[src/rtl/seq_barrel_shifter_pkg.sv]
// ============================================================================
// Module : shift_pkg
// Brief  : Op encodings and FSM state type for the sequential barrel shifter.
// Rev    : 1.0  initial release
// ============================================================================
`default_nettype none

package shift_pkg;

    localparam logic [1:0] OP_ROL = 2'b00;
    localparam logic [1:0] OP_SLL = 2'b01;
    localparam logic [1:0] OP_ROR = 2'b10;
    localparam logic [1:0] OP_SRL = 2'b11;

    typedef enum logic [1:0] {
        IDLE  = 2'd0,
        SHIFT = 2'd1,
        DONE  = 2'd2
    } state_t;

endpackage

`default_nettype wire

[src/rtl/seq_barrel_shifter_shift_stage.sv]
// ============================================================================
// Module : shift_stage
// Brief  : One combinational shift/rotate stage; amount is a one-hot 2^k.
// Rev    : 1.0  initial release
// ============================================================================
`default_nettype none

module shift_stage
    import shift_pkg::*;
#(
    parameter int WIDTH = 16,
    parameter int CNT_W = 4
) (
    input  logic [WIDTH-1:0] in_val,
    input  logic [CNT_W-1:0] amt,
    input  logic [1:0]       op,
    input  logic             en,
    output logic [WIDTH-1:0] out_val
);

    logic [CNT_W-1:0]   w_shamt;
    logic [2*WIDTH-1:0] w_rol;
    logic [2*WIDTH-1:0] w_ror;
    logic [WIDTH-1:0]   w_res;

    // Largest stage is WIDTH/2, which still fits in CNT_W bits.
    always_comb begin
        w_shamt = '0;
        for (int j = 0; j < CNT_W; j++) begin
            if (amt[j]) begin
                w_shamt = w_shamt | (CNT_W'(1) << j);
            end
        end
    end

    assign w_rol = {in_val, in_val} << w_shamt;
    assign w_ror = {in_val, in_val} >> w_shamt;

    always_comb begin
        case (op)
            OP_ROL:  w_res = w_rol[2*WIDTH-1:WIDTH];
            OP_SLL:  w_res = in_val << w_shamt;
            OP_ROR:  w_res = w_ror[WIDTH-1:0];
            default: w_res = in_val >> w_shamt;
        endcase
    end

    assign out_val = en ? w_res : in_val;

endmodule

`default_nettype wire

[src/rtl/seq_barrel_shifter.sv]
// ============================================================================
// Module : seq_barrel_shifter
// Brief  : Multi-cycle shifter/rotator, one binary-weighted stage per cycle.
// Rev    : 1.0  initial release
// ============================================================================
`default_nettype none

module seq_barrel_shifter
    import shift_pkg::*;
#(
    parameter int WIDTH = 16,
    parameter int CNT_W = 4
) (
    input  logic             clk,
    input  logic             rst_n,
    input  logic             start,
    input  logic [WIDTH-1:0] in_data,
    input  logic [CNT_W-1:0] cnt,
    input  logic [1:0]       op,
    output logic             ready,
    output logic             busy,
    output logic             done,
    output logic [WIDTH-1:0] out_data
);

    state_t           state_q, state_d;
    logic [WIDTH-1:0] work_q, work_d;
    logic [CNT_W-1:0] cnt_q, cnt_d;
    logic [1:0]       op_q, op_d;
    logic [CNT_W-1:0] k_q, k_d;
    logic [WIDTH-1:0] out_q, out_d;
    logic [WIDTH-1:0] w_stage_out;

    shift_stage #(
        .WIDTH (WIDTH),
        .CNT_W (CNT_W)
    ) u_stage (
        .in_val  (work_q),
        .amt     (CNT_W'(1) << k_q),
        .op      (op_q),
        .en      (cnt_q[k_q]),
        .out_val (w_stage_out)
    );

    always_comb begin
        state_d = state_q;
        work_d  = work_q;
        cnt_d   = cnt_q;
        op_d    = op_q;
        k_d     = k_q;
        out_d   = out_q;
        case (state_q)
            IDLE, DONE: begin
                // DONE accepts directly so back-to-back ops see no idle bubble.
                if (start) begin
                    work_d  = in_data;
                    cnt_d   = cnt;
                    op_d    = op;
                    k_d     = '0;
                    state_d = SHIFT;
                end else begin
                    state_d = IDLE;
                end
            end
            SHIFT: begin
                work_d = w_stage_out;
                k_d    = k_q + CNT_W'(1);
                if (k_q == CNT_W'(CNT_W - 1)) begin
                    out_d   = w_stage_out;
                    k_d     = '0;
                    state_d = DONE;
                end
            end
            default: state_d = IDLE;
        endcase
    end

    always_ff @(posedge clk) begin
        if (!rst_n) begin
            state_q <= IDLE;
            work_q  <= '0;
            cnt_q   <= '0;
            op_q    <= '0;
            k_q     <= '0;
            out_q   <= '0;
        end else begin
            state_q <= state_d;
            work_q  <= work_d;
            cnt_q   <= cnt_d;
            op_q    <= op_d;
            k_q     <= k_d;
            out_q   <= out_d;
        end
    end

    assign busy     = (state_q == SHIFT);
    assign ready    = ~busy;
    assign done     = (state_q == DONE);
    assign out_data = out_q;

endmodule

`default_nettype wire

[config.mk]
export PLATFORM = sky130hd
export DESIGN_NAME = seq_barrel_shifter
export DESIGN_NICKNAME = d
export VERILOG_FILES = /design/src/rtl/seq_barrel_shifter_pkg.sv /design/src/rtl/seq_barrel_shifter_shift_stage.sv /design/src/rtl/seq_barrel_shifter.sv
export SDC_FILE = /design/constraint.sdc
export NUM_CORES = 1
export LEC_CHECK = 0
export CELL_PAD_IN_SITES_DETAIL_PLACEMENT = 0
export CELL_PAD_IN_SITES_GLOBAL_PLACEMENT = 2
export CORE_MARGIN = 1
export CORE_UTILIZATION = 37
export DETAILED_ROUTE_END_ITERATION = 16
export GPL_ROUTABILITY_DRIVEN = 0
export GPL_TIMING_DRIVEN = 0
export PLACE_DENSITY = 0.84
export SLEW_MARGIN = 10
export SYNTH_ARGS = -nofsm -noshare
export SYNTH_HDL_FRONTEND = slang
export SYNTH_SLANG_ARGS = --single-unit
[constraint.sdc]
create_clock -name clk -period 3.2 [get_ports clk]
set_clock_uncertainty 0.05 [all_clocks]
set_input_delay 0.64 -clock clk [delete_from_list [all_inputs] [get_ports clk]]
set_output_delay 0.64 -clock clk [all_outputs]
set_load 0.02 [all_outputs]
==> flow_summary.yaml <==
synth:
  synth_seq_cells: 44
  async_reset_ff_frac: 0
  syn_nets: 487
  syn_inst: 461
  synth_top_cell_by_area: "dfxtp_1"
  synth_ff_type: "dfxtp_1"
  syn_area_per_cell_um2: 8.10
  synth_edf_count: 0
  synth.distinct_cells: 78
  yosysWarnings: 0
  synth_top_cell_area_share: 0.236
  synth_area_um2: 3730
  yosysSeqAreaShare: 0.236
  synth_area_leaders: "dfxtp_1, o21ai_0, mux2_2, nand2_1, mux2i_1"
critical_path:
  cp_data_arrival_time_ns: 2.07
  crit_fanout: 10
  cp-start-kind: "register"
  max_stage_delay_ns: 0.73
  critical_path_class: "register to primary output"
  cp_slowest_cell: "clkdlybuf4s50_1"
  crit_chain: "nand2b_1 > clkbuf_1 > clkdlybuf4s50_1"
  cp_data_required_time_ns: 2.51
  endpoint_kind: "primary output"
layout:
  multiInputGateArea_um2: 2510
  fin_nets: 536
  drive_gt1_frac: 0.131
  final_cell_mix: "dfxtp_1, clkdlybuf4s50_1, nand2_1"
  antenna_cells: 0
  final-seq-area_um2: 881
  mostFrequentLayoutCell: "dfxtp_1"
  area_delta_synth_final_pct: 19.0
  nFillCells: 995
power_and_ir_drop:
  vdd_drop_max_mv: 0.213
  p_per_area_nw_per_um2: 353
  power.leakage_nw: 1.54
outcome:
  outcome: "complete, no violations"
place:
  portBuffers: 42
  place_ws_ns: 0.355
  hpwl_mm: 11.1
global_route:
  gr-total-overflow: 0
  grt_usage: 0.299
  grt_antenna_before_repair: 0
  grt_max_degree: 15
  grt_pass1_wl_mm: 22.9
  grt_pass1_vias: 3834
detailed_routing:
  drt_iter0_drc: 591
  via_per_inst: 6.44
  drc: 0
  antenna_left: 0
  wirelength_mm: 15.4
  vias: 4146
  drtPass1Iterations: 6
  wire_per_inst_um: 23.9
timing:
  worst_pin_slew_ns: 0.806
  rsz0062_at_grt: "false"
  fin_ws_ns: 0.440
  finalSetupTns_ns: 0
  hold_violations: 0
  finalSetupViolations: 0
  timing.final.crit_share: 0.862
  slew_viol_final: 0
  clock.fmax_mhz: 362
  relSlewSlack: 0.452
  min_period_ns: 2.76
job:
  max_cap_viol_count: 0
cts:
  cts_root_buffer: "clkbuf_8"
  cts_max_path_buffers: 2
  clk_latency_ns: 0.31
  postCtsSetupRepairBufs: 0
  cts_tree: "yes"
  clock-sinks: 44
  cts-resized-gates: 0
  ctsHoldBuffers: 0
  clkTransAtPathRegs_ns: 0.09
  cts_buffers: 5
  h-tree-depth: 2
floorplanning:
  rows: 36
  dieWidth_um: 102
  die_h_um: 102
  dieArea_um2: 10500
  initial_core_util: 0.382
  ioPinCount: 44
  fp.coreArea_um2: 9770
min_path:
  hold_path_class: "register to register"
## layout make-up
class	count	area share
Timing Repair Buffer	42	0.0946
Clock buffer	6	0.0186
Clock inverter	2	0.00873
Inverter	9	0.00761
Multi-Input combinational cell	353	0.565
Buffer	55	0.0696
Tap cell	133	0.0375
Sequential cell	44	0.198
## power by group
group          total [mW]  switching, mW  leakage [nW]  internal, mW
logic               0.493          0.300          1.12         0.193
registers           0.597         0.0265         0.358         0.571
clock network       0.478          0.222        0.0614         0.256
## Yosys cell counts, types with 9 or more instances
| cell type | number |
|---|---|
| nand3_1 | 18 |
| dfxtp_1 | 44 |
| nor2_1 | 24 |
| a22o_1 | 9 |
| mux2_2 | 13 |
| o21ai_0 | 35 |
| a21boi_0 | 11 |
| nor2b_1 | 11 |
| a22oi_1 | 15 |
| clkbuf_1 | 28 |
| inv_1 | 9 |
| a21oi_1 | 19 |
| nand2_1 | 39 |
| mux2i_1 | 14 |
| nor3_1 | 17 |
| buf_2 | 13 |
## path summary, 6_finish.rpt
kind	startpoint	to	slack, ns	cells after the start
hold / removal	out_data[2]$_SDFFE_PN0P_	out_data[2]$_SDFFE_PN0P_	0.41	2
setup / recovery	state_q[1]$_SDFFE_PN0P_	ready	0.44	3
hold reg to reg	out_data[2]$_SDFFE_PN0P_	out_data[2]$_SDFFE_PN0P_	0.41	2
setup reg to reg	k_q[0]$_SDFFE_PN0P_	out_data[12]$_SDFFE_PN0P_	0.56	6
## routing by layer
metal,part of all wire,routed length (µm),GRT usage,vias to the layer above
met1,0.41,6340,0.401,1947
met4,0.043,657,0.146,0
met3,0.12,1860,0.0793,57
li1,-,-,-,1840
met2,0.42,6520,0.441,302
met5,0,0,0,-
## critical path, delay by kind of cell (launching register included)
family / cells / cell delay (ns)
flops: 1 / 0.32
buf+inv: 2 / 1.25
simple gates: 1 / 0.18
## stage by stage
stage	power (mW)	hold slack (ns)	cell area, µm²	utilization	cells
finish	1.57	0.412	4440	0.454	644
global route	1.62	0.440	4440	0.454	644
detailed placement	1.08	0.403	4320	0.442	636
global placement	1.08	0.396	4320	0.442	636
floorplan	0.912	0.398	3730	-	461
CTS	1.55	0.417	4440	0.454	644
## cell families (layout without fill, tap and decap cells)
group                      Yosys count  after routing  share of synthesized area
buffers and inverters               64            114                     0.0918
muxes                               36             36                      0.131
and+or+nand+nor                    157            157                      0.236
AOI/OAI and AO/OA                  159            159                      0.302
adders and majority gates            1              1                    0.00335
DFF                                 44             44                      0.236
## flip-flops by register name, indices dropped and copies added (netlist names)
name and flops:
cnt_q 4, op_q 2, state_q 2, work_q 16, k_q 4, out_data 16
Note: power is estimated with default switching activity, not from simulation.
